File: src/rtl/bitxor_ctrl_if.sv
// Host/register-file bundle for the XOR register-file command sequencer.
// Latency: none; this is wiring only.
// Backpressure: req_valid/req_ready on the request side, resp_valid/resp_ready on the response side.
//
// Signals:
//   req_valid/req_ready  host request handshake
//   req_op/req_l/req_r/req_val  request fields (op, low/update index, high index, update value)
//   resp_valid/resp_ready/resp_data  range-XOR result handshake
//   inst/idx/xorval      register-file command bus (driven by the sequencer)
//   rangexor             register-file combinational prefix-XOR result
//
// master: the environment side (host plus register file).
// slave:  the sequencer side.
interface bitxor_ctrl_if;
    logic       req_valid;
    logic       req_ready;
    logic [1:0] req_op;
    logic [2:0] req_l;
    logic [2:0] req_r;
    logic       req_val;

    logic       resp_valid;
    logic       resp_ready;
    logic       resp_data;

    logic [1:0] inst;
    logic [2:0] idx;
    logic       xorval;
    logic       rangexor;

    modport master (
        output req_valid, req_op, req_l, req_r, req_val, resp_ready, rangexor,
        input  req_ready, resp_valid, resp_data, inst, idx, xorval
    );

    modport slave (
        input  req_valid, req_op, req_l, req_r, req_val, resp_ready, rangexor,
        output req_ready, resp_valid, resp_data, inst, idx, xorval
    );
endinterface

File: src/rtl/bitxor_ctrl.sv
// Sequencer turning host update / range-XOR / clear-all requests into register-file bus operations.
// Latency from accept edge: update 1 bus cycle; query 1 (l>r), 2 (l==0) or 3 (l>0) cycles to resp_valid; clear 16 bus cycles.
// Backpressure: req_ready only in IDLE; the response is held stable in RESP until resp_ready.
//
// Ports:
//   clk    system clock, rising edge
//   reset  synchronous active-high reset
//   bus    bitxor_ctrl_if.slave: host request/response channels and register-file inst/idx/xorval/rangexor
module bitxor_ctrl (
    input  logic          clk,
    input  logic          reset,
    bitxor_ctrl_if.slave  bus
);

    localparam logic [2:0] S_IDLE   = 3'd0;
    localparam logic [2:0] S_UPD    = 3'd1;
    localparam logic [2:0] S_QR     = 3'd2;
    localparam logic [2:0] S_QL     = 3'd3;
    localparam logic [2:0] S_CLR_RD = 3'd4;
    localparam logic [2:0] S_CLR_WR = 3'd5;
    localparam logic [2:0] S_RESP   = 3'd6;

    localparam logic [1:0] OP_UPD   = 2'b00;
    localparam logic [1:0] OP_QRY   = 2'b01;
    localparam logic [1:0] OP_CLR   = 2'b10;

    localparam logic [1:0] INST_UPD = 2'b00;
    localparam logic [1:0] INST_QRY = 2'b01;
    localparam logic [1:0] INST_NOP = 2'b11;

    logic [2:0] state,    state_n;
    logic [2:0] l_q,      l_n;
    logic       acc,      acc_n;
    logic [2:0] clr_i,    clr_i_n;
    logic [1:0] inst_q,   inst_n;
    logic [2:0] idx_q,    idx_n;
    logic       xorval_q, xorval_n;

    // The bus registers are loaded with the command belonging to the state
    // being entered, so each state's bus value is visible during that state
    // and the register file acts on it at the state's closing edge.
    always_comb begin
        state_n  = state;
        l_n      = l_q;
        acc_n    = acc;
        clr_i_n  = clr_i;
        inst_n   = INST_NOP;
        idx_n    = 3'd0;
        xorval_n = 1'b0;

        case (state)
            S_IDLE: begin
                if (bus.req_valid) begin
                    l_n = bus.req_l;
                    case (bus.req_op)
                        OP_UPD: begin
                            state_n  = S_UPD;
                            inst_n   = INST_UPD;
                            idx_n    = bus.req_l;
                            xorval_n = bus.req_val;
                        end
                        OP_QRY: begin
                            if (bus.req_l > bus.req_r) begin
                                // Empty range: answer 0 without touching the register file.
                                acc_n   = 1'b0;
                                state_n = S_RESP;
                            end else begin
                                state_n = S_QR;
                                inst_n  = INST_QRY;
                                idx_n   = bus.req_r;
                            end
                        end
                        OP_CLR: begin
                            clr_i_n = 3'd0;
                            state_n = S_CLR_RD;
                            inst_n  = INST_QRY;
                            idx_n   = 3'd0;
                        end
                        default: begin
                            // Reserved op: accepted and dropped.
                            state_n = S_IDLE;
                        end
                    endcase
                end
            end

            S_UPD: begin
                state_n = S_IDLE;
            end

            S_QR: begin
                acc_n = bus.rangexor;
                if (l_q == 3'd0) begin
                    // Prefix below entry 0 is empty, so prefix(r) is the answer.
                    state_n = S_RESP;
                end else begin
                    state_n = S_QL;
                    inst_n  = INST_QRY;
                    idx_n   = l_q - 3'd1;
                end
            end

            S_QL: begin
                acc_n   = acc ^ bus.rangexor;
                state_n = S_RESP;
            end

            S_RESP: begin
                if (bus.resp_ready) begin
                    state_n = S_IDLE;
                end
            end

            S_CLR_RD: begin
                // Entries below clr_i are already zero, so the prefix equals
                // entry clr_i; XORing it back in clears the entry.
                state_n  = S_CLR_WR;
                inst_n   = INST_UPD;
                idx_n    = clr_i;
                xorval_n = bus.rangexor;
            end

            S_CLR_WR: begin
                if (clr_i == 3'd7) begin
                    clr_i_n = 3'd0;
                    state_n = S_IDLE;
                end else begin
                    clr_i_n = clr_i + 3'd1;
                    state_n = S_CLR_RD;
                    inst_n  = INST_QRY;
                    idx_n   = clr_i + 3'd1;
                end
            end

            default: begin
                state_n = S_IDLE;
            end
        endcase
    end

    always_ff @(posedge clk) begin
        if (reset) begin
            state    <= S_IDLE;
            l_q      <= 3'd0;
            acc      <= 1'b0;
            clr_i    <= 3'd0;
            inst_q   <= INST_NOP;
            idx_q    <= 3'd0;
            xorval_q <= 1'b0;
        end else begin
            state    <= state_n;
            l_q      <= l_n;
            acc      <= acc_n;
            clr_i    <= clr_i_n;
            inst_q   <= inst_n;
            idx_q    <= idx_n;
            xorval_q <= xorval_n;
        end
    end

    // Ready is masked by reset so the host sees no acceptance while reset is held.
    assign bus.req_ready  = (state == S_IDLE) && !reset;
    assign bus.resp_valid = (state == S_RESP);
    assign bus.resp_data  = acc;
    assign bus.inst       = inst_q;
    assign bus.idx        = idx_q;
    assign bus.xorval     = xorval_q;

endmodule

File: src/flat_wrapper.sv
// flat-port wrapper written by rule: the top's interface ports become plain ports
module bitxor_ctrl_flat 
  (clk, reset, bus_req_valid, bus_req_op, bus_req_l, bus_req_r, bus_req_val, bus_resp_ready, bus_rangexor, bus_req_ready, bus_resp_valid, bus_resp_data, bus_inst, bus_idx, bus_xorval);
  bitxor_ctrl_if bus_i ();
  input  logic clk;
  input  logic reset;
  input wire logic [$bits(bus_i.req_valid)-1:0] bus_req_valid;
  input wire logic [$bits(bus_i.req_op)-1:0] bus_req_op;
  input wire logic [$bits(bus_i.req_l)-1:0] bus_req_l;
  input wire logic [$bits(bus_i.req_r)-1:0] bus_req_r;
  input wire logic [$bits(bus_i.req_val)-1:0] bus_req_val;
  input wire logic [$bits(bus_i.resp_ready)-1:0] bus_resp_ready;
  input wire logic [$bits(bus_i.rangexor)-1:0] bus_rangexor;
  output wire logic [$bits(bus_i.req_ready)-1:0] bus_req_ready;
  output wire logic [$bits(bus_i.resp_valid)-1:0] bus_resp_valid;
  output wire logic [$bits(bus_i.resp_data)-1:0] bus_resp_data;
  output wire logic [$bits(bus_i.inst)-1:0] bus_inst;
  output wire logic [$bits(bus_i.idx)-1:0] bus_idx;
  output wire logic [$bits(bus_i.xorval)-1:0] bus_xorval;
  assign bus_i.req_valid = bus_req_valid;
  assign bus_i.req_op = bus_req_op;
  assign bus_i.req_l = bus_req_l;
  assign bus_i.req_r = bus_req_r;
  assign bus_i.req_val = bus_req_val;
  assign bus_i.resp_ready = bus_resp_ready;
  assign bus_i.rangexor = bus_rangexor;
  assign bus_req_ready = bus_i.req_ready;
  assign bus_resp_valid = bus_i.resp_valid;
  assign bus_resp_data = bus_i.resp_data;
  assign bus_inst = bus_i.inst;
  assign bus_idx = bus_i.idx;
  assign bus_xorval = bus_i.xorval;
  bitxor_ctrl u_core (.clk(clk), .reset(reset), .bus(bus_i));
endmodule
File: config.mk
export PLATFORM = sky130hd
export DESIGN_NAME = bitxor_ctrl_flat
export DESIGN_NICKNAME = d
export VERILOG_FILES = /design/src/rtl/bitxor_ctrl_if.sv /design/src/rtl/bitxor_ctrl.sv /design/src/flat_wrapper.sv
export SDC_FILE = /design/constraint.sdc
export NUM_CORES = 1
export LEC_CHECK = 0
export ABC_AREA = 1
export CAP_MARGIN = 15
export CORE_ASPECT_RATIO = 1.1
export CORE_MARGIN = 4
export CORE_UTILIZATION = 35
export CTS_BUF_LIST = sky130_fd_sc_hd__clkbuf_16
export CTS_CLUSTER_DIAMETER = 60
export DETAILED_ROUTE_END_ITERATION = 16
export GPL_ROUTABILITY_DRIVEN = 0
export GPL_TIMING_DRIVEN = 0
export RECOVER_POWER = 100
export SKIP_CTS_REPAIR_TIMING = 1
export SLEW_MARGIN = 20
export SYNTH_ARGS = -nofsm -noshare
export SYNTH_HDL_FRONTEND = slang
export SYNTH_SLANG_ARGS = --single-unit
File: constraint.sdc
create_clock -name clk -period 3.2 [get_ports clk]
set_input_delay 0.64 -clock clk [delete_from_list [all_inputs] [get_ports clk]]
set_output_delay 0.64 -clock clk [all_outputs]
set_load 0.05 [all_outputs]
* After elaboration in Yosys (flattened, before gate mapping)
Index checks and enable logic that the tools add are counted.
** Storage, ports and cells
- Logic and storage cells :: 64
- Output and inout port bits :: 9
- Flip-flop bits (word level) :: 16
- Bits in latches :: 0
- Memory bits (writable) :: 0
- Input port bits :: 14
- Memories :: 0
- ROM bits :: 0
** Operators by class
- Multiply operators :: 0
- Div/mod/pow operators :: 0
- Reductions and logical operators :: 11
- Shift-type cells :: 0
- Order comparisons :: 1
- Bitwise logic cells :: 1
- Eq/ne operators :: 13
- Muxes and demuxes :: 29
- $add $sub $neg :: 2
** Operator list (number)
- $mux W3 :: 11
- $pmux W3 S6 :: 1
- $eq A3 B3 Y1 const B :: 4
- $pmux W3 S2 :: 2
- $pmux W3 S4 :: 1
- $pmux W3 S3 :: 1
- $mux W2 :: 4
- $ne A2 B2 Y1 const B :: 4
- $pmux W2 S4 :: 1
- $eq A3 B2 Y1 const B :: 2
- $logic_not A3 Y1 :: 2
- $pmux W2 S3 :: 1
- $mux W1 :: 5
- $reduce_and A2 Y1 :: 2
- $reduce_and A4 Y1 :: 1
- $add A3 B1 Y3 const B :: 1
- $gt A3 B3 Y1 :: 1
- $pmux W1 S3 :: 1
- $reduce_and A3 Y1 :: 1
- $reduce_bool A3 Y1 :: 1
- $sub A3 B1 Y3 const B :: 1
- $eq A2 B1 Y1 const B :: 1
- $eq A2 B2 Y1 const B :: 1
- $logic_not A2 Y1 :: 1
- 6 further kinds :: 6

* Longest topological paths before layout
Gate-level depths: netlist of the first run.
- Depth after elaboration :: 5
- Mapped depth :: 10
- Depth with buffers taken out :: 10

* Least setup slack after synthesis of the first run
No wires, ideal clock.
- Kind :: input to output
- From :: input port reset
- To :: output port bus_req_ready
- Buffers on the path :: 1
- Data required time :: 2560 ps
- Cell stages on the path :: 2
- Data arrival time :: 1519 ps
- Setup slack :: 1041 ps
- Cells stage by stage :: clkbuf_1 > nor2_1
** On the way
- Word-level cells in the longest chain between the ends :: 2
** RTL lines
- start: declaration :: line flat_wrapper.sv:6 : input logic reset;
- $logic_not A1 Y1 :: line bitxor_ctrl.sv:162 : assign bus.req_ready = (state == S_IDLE) && !reset;
- $logic_and A1 B1 Y1 :: line bitxor_ctrl.sv:162
- end: declaration :: line flat_wrapper.sv:14 : output wire logic [$bits(bus_i.req_ready)-1:0] bus_req_ready;
Every way passes these cells.

* Final worst setup path of the first run
Same ends and word-level chain as after synthesis.

==> results.toml, run 1 <==
[clocking]
ctsHtreeMaxLevel = 1
clock-root-buffer = "clkbuf_16"
clk_pin_slew_ns = 0.05
cts_tree = "yes"
cts_buffers = 3
cts_sinks = 16
clockBufferDepth = 2
clk-insertion-delay-late_ns = 0.24

[logic_synthesis]
async_flop_share = 0
synthesis.area_um2 = 1060
ys.flop_type = "dfxtp_1"
avgSynthCellArea_um2 = 7.27
seq_area_frac_synth = 0.302
syn-num-nets = 167
ys_warn_count = 0
synth_cell_types = 26
synthCells = 146
ys_ff_latch = 16
synth-edff-count = 0

[final_layout]
area_delta_synth_final_pct = 28.2
drive_gt1_frac = 0.0936
diodes = 0
nNetsFinal = 194

[pwr]
power_frac_seq = 0.283
totalPowerFinal_w = 0.000948
sw_frac_of_total = 0.418
power.density_nw_per_um2 = 697
leakage_nw = 0.620
ir_drop_v = 0.000397
p_sw_w = 0.000396
p_clk_frac = 0.249
internal_power_w = 0.000552
p_comb_frac = 0.467

[sta]
skew_ns = 0.00254
slew_headroom = 0.629
rsz0062_at_grt = "no"
fmax_mhz = 327
fin_crit_ns = 3.06
hold_viol_final = 0
period_share = 0.957
setup_viol = 0
worstMarginPinSlew_ns = 0.556
whs_ns = 0.490
fin_tns_setup_ns = 0
slew_viol_final = 0

[critical_path]
crit_slowest_cell = "dlygate4sd3_1"
startpoint = "reset"
r2r_start = "u_core.state[0]"
reg2reg_slack_ns = 1.26
worstPathCellList = "clkdlybuf4s50_1, clkbuf_1, nor2_1, dlygate4sd3_1"
worstSetupStartpointType = "input pin"
end_kind = "primary output"
worstSetupEndpoint = "bus_req_ready"
r2r_end = "u_core.bus.idx[0]"
cp.required_ns = 2.56
r2r_cells = 8
worstSetupPathType = "input pin to primary output"
cpPeakStageDelay_ns = 0.78
cp_max_fo = 10
arrival_ns = 2.42

[worst_hold_path]
hp-class = "flip-flop to flip-flop"

[route]
wl_per_cell_um = 12.1
ant_nets = 0
vias = 996
dr.pass1.iters = 4
viasPerCell = 4.88
detail_route.iter0.violations = 43
drc_errors = 0
finalWirelength_um = 2460

[grt]
grt_start_max_net_pins = 11
grt_pass1_vias = 978
grt_pass1_wl_um = 4420
grt_overflow = 0
track_usage = 0.146
antenna_found_initial = 0

[floorplan]
fp.dieArea_um2 = 3980
die_h_um = 65.7
rows = 20
core_area_um2 = 2830
die_w_um = 60.5
io_pins = 23
initial_utilization = 0.375

[run]
drv_cap = 0

[placement]
dp_hpwl_um = 2010
numPortBuffers = 22

[outcome]
status = "finished clean"
[synthesized netlist by cell type, types with 3 or more instances]
master	number	share of area
a21oi_1	16	0.075
dfxtp_1	16	0.30
ha_1	7	0.083
inv_1	17	0.060
nand2_1	34	0.12
nand3_1	8	0.038
nand4_1	5	0.029
nor2_1	14	0.050
nor2_8	3	0.057
o21ai_0	4	0.019
[cells in the final DEF, fill, tap and decap left out]
cell / n
nor2_8: 1
nor3_1: 2
clkdlybuf4s50_1: 10
a21oi_1: 16
buf_6: 1
nand2_8: 1
inv_6: 1
nand2_4: 1
inv_1: 17
o2111ai_1: 1
clkbuf_1: 1
o21ai_2: 1
inv_2: 2
dlygate4sd3_1: 12
a22oi_1: 2
a211oi_1: 1
nor2_1: 16
nor2_4: 1
nand4_1: 5
o21ai_0: 5
nor2_2: 1
ha_1: 7
clkinvlp_2: 1
clkbuf_16: 3
nand3b_1: 2
nand3_1: 8
a21oi_2: 2
dfxtp_1: 16
nand2_1: 34
[registers in the layout, summed over array words and instances, names as in the netlist]
signal / cells
u_core.bus.idx: 3
u_core.state: 3
u_core.bus.inst: 2
u_core.l_q: 3
u_core.bus.resp_data: 1
u_core.clr_i: 3
u_core.bus.xorval: 1
[routing by layer]
metal  global-route usage  wire length (µm)  part of all wire
met5                    0                 0                 0
met4               0.0488                31             0.013
met3               0.0236               125             0.051
met2                0.246              1230              0.50
met1                0.185              1080              0.44
[power by group through the flow]
stage | clock network [W] | registers, W | logic, W
2_1_floorplan | 0 | 0.000320 | 0.000319
4_1_cts | 0.000244 | 0.000270 | 0.000485
3_5_place_dp | 0 | 0.000274 | 0.000482
6_report | 0.000236 | 0.000269 | 0.000443
3_3_place_gp | 0 | 0.000272 | 0.000481
5_1_grt | 0.000250 | 0.000275 | 0.000491
[metrics by stage]
stage,cells,setup slack (ns),util,cell area (µm²)
after floorplan,146,1.04,-,1060
after global placement,201,0.206,0.468,1320
after detailed placement,201,0.186,0.468,1320
after CTS,204,0.174,0.494,1400
after global routing,204,0.0703,0.481,1360
final,204,0.138,0.481,1360
[logic make-up (layout without fill, tap and decap cells)]
| group | Yosys count | count (layout) | synth area share |
|---|---|---|---|
| simple gates | 72 | 72 | 0.363 |
| compound gates | 28 | 28 | 0.157 |
| buf+inv | 23 | 48 | 0.0955 |
| flops | 16 | 16 | 0.302 |
| fa+ha+maj | 7 | 7 | 0.0825 |
[critical path, delay by kind of cell]
| family | cells | cell delay (ns) |
|---|---|---|
| AND/OR/NAND/NOR | 1 | 0.09 |
| buffers and inverters | 3 | 1.69 |
[worst min path at each step]
stage | startpoint | endpoint | slack, ns | cells past startpoint
finish | u_core.clr_i[1] | u_core.clr_i[1] | 0.49 | 2
global route | u_core.clr_i[1] | u_core.clr_i[1] | 0.52 | 2
CTS | u_core.clr_i[1] | u_core.clr_i[1] | 0.49 | 2
detailed placement | u_core.clr_i[1] | u_core.clr_i[1] | 0.48 | 2
global placement | u_core.clr_i[1] | u_core.clr_i[1] | 0.47 | 2
floorplan | u_core.clr_i[1] | u_core.clr_i[1] | 0.46 | 2
[cell type report]
type	instances	area (µm²)
inverter	21	85.1
multi-input combinational	107	603
sequential	16	320
timing repair buffer	22	220
clock buffer	3	75.1
fill	290	1470
tap	33	41.3
buffer	2	15.0
Power figures use the tool's default switching activity.
==> run 2, diff against run 1 <==
Settings changed: CELL_PAD_IN_SITES_DETAIL_PLACEMENT set to 0, CELL_PAD_IN_SITES_GLOBAL_PLACEMENT set to 1, CORE_UTILIZATION 35 to 38, PLACE_DENSITY_LB_ADDON set to 0.1.
==> run 2 against run 1 <==
  * Final area shrank 0.18%
  * Non-clock buffer count is the same
  * Clock power about the same
  * Final cell count is 0.98% lower
  * Worst setup slack improved by 0.015 ns
  * Critical path depth stayed put
  * First-iteration DRC count shrank 14%
  * Via count is 2.5% higher
  * Highest routed layer unchanged
==> results.toml, run 2 (synthesized netlist as in run 1, its figures left out) <==
[worst_hold_path]
hp-class = "flip-flop to flip-flop"

[floorplan]
io_pins = 23
core_area_um2 = 2590
die_h_um = 63.4
initial_utilization = 0.409
fp.dieArea_um2 = 3700
die_w_um = 58.4
rows = 19

[clocking]
ctsHtreeMaxLevel = 1
cts_sinks = 16
clockBufferDepth = 2
cts_buffers = 3
clock-root-buffer = "clkbuf_16"
clk_pin_slew_ns = 0.05
clk-insertion-delay-late_ns = 0.24
cts_tree = "yes"

[route]
wl_per_cell_um = 12.3
drc_errors = 0
dr.pass1.iters = 5
finalWirelength_um = 2490
vias = 1021
ant_nets = 0
viasPerCell = 5.05
detail_route.iter0.violations = 37

[final_layout]
nNetsFinal = 194
diodes = 0
area_delta_synth_final_pct = 27.9
mostFrequentLayoutCells = "34 x nand2_1, 17 x inv_1, 16 x nor2_1, 16 x a21oi_1, 16 x dfxtp_1"
final_common_cell = "nand2_1"
fill_cells = 260
final_util = 0.524
drive_gt1_frac = 0.0936
final_cells = 202

[critical_path]
crit_buf_inv = 3
cpLargestDelayFamily = "buffers and inverters"
cp.required_ns = 2.56
worstSetupStartpointType = "input pin"
cpPeakStageDelay_ns = 0.77
cp_max_fo = 10
crit_slowest_cell = "dlygate4sd3_1"
worstPathCellList = "clkdlybuf4s50_1, clkbuf_1, nor2_1, dlygate4sd3_1"
end_kind = "primary output"
arrival_ns = 2.41
worstSetupPathType = "input pin to primary output"

[grt]
track_usage = 0.150
grt_use_met3 = 0.0286
antenna_found_initial = 0
busiest_layer = "met2"
grt_pass1_vias = 907
grt_start_max_net_pins = 11
met2_usage = 0.226
grt_pass1_wl_um = 4250
grt_util_met1 = 0.201
grt_overflow = 0

[sta]
fmax_mhz = 328
whs_ns = 0.482
fin_crit_ns = 3.05
slew_headroom = 0.638
rsz0062_at_grt = "no"
slew_viol_final = 0
worstMarginPinSlew_ns = 0.543
setup_viol = 0
period_share = 0.952
fin_tns_setup_ns = 0
hold_viol_final = 0
skew_ns = 0.00343

[run]
drv_cap = 0

[pwr]
ir_drop_v = 0.000379
power.density_nw_per_um2 = 701
totalPowerFinal_w = 0.000952
leakage_nw = 0.620

[outcome]
status = "finished clean"

[placement]
numPortBuffers = 22
dp.cells = 199
dp_hpwl_um = 2000
-- run 2: cell counts in the layout (fill, tap and decap cells not counted) --
No cell type changed its count.
-- run 2: per-stage QoR --
step                instance area, µm²  worst slack [ns]
finish                            1360             0.153
global route                      1360            0.0547
CTS                               1400             0.178
detailed placement                1320             0.181
global placement                  1320             0.176
floorplan                         1060              1.04
-- run 2: layer usage --
metal,share of wire,up-vias,wire length [µm]
met5,0,-,0
met4,0.018,0,44
met3,0.056,4,140
li1,-,536,-
met2,0.47,29,1170
met1,0.46,452,1130
-- run 2: path summary, 6_finish.rpt --
path | slack (ns) | to | start | cells after the start
setup reg to reg | 1.25 | u_core.bus.idx[0] | u_core.state[0] | 8
setup / recovery | 0.15 | bus_req_ready | reset | 4
hold / removal | 0.48 | u_core.clr_i[1] | u_core.clr_i[1] | 2
hold reg to reg | 0.48 | u_core.clr_i[1] | u_core.clr_i[1] | 2
-- run 2: final cells by class --
| cell class | instances | area [µm²] | area share |
|---|---|---|---|
| tap | 31 | 38.8 | 0.0286 |
| sequential | 16 | 320 | 0.236 |
| timing repair buffer | 22 | 220 | 0.162 |
| inverter | 21 | 85.1 | 0.0627 |
| multi-input combinational | 107 | 603 | 0.444 |
| buffer | 2 | 15.0 | 0.0111 |
| clock buffer | 3 | 75.1 | 0.0553 |
-- run 2: worst min-delay path: stages, from the launching register on --
cell	delay [ns]
dfxtp_1	0.32
nand2_1	0.06
a21oi_1	0.05
-- run 2: where the power goes --
| part | internal (W) | switching, W |
|---|---|---|
| combinational | 0.000151 | 0.000294 |
| sequential | 0.000236 | 0.0000322 |
| clock | 0.000164 | 0.0000738 |
==> run 3, diff against run 2 <==
Settings changed: SLEW_MARGIN 20 to 10.
==> results of run 3 <==
No change in the layout: final DEF, timing and power equal those of run 2.
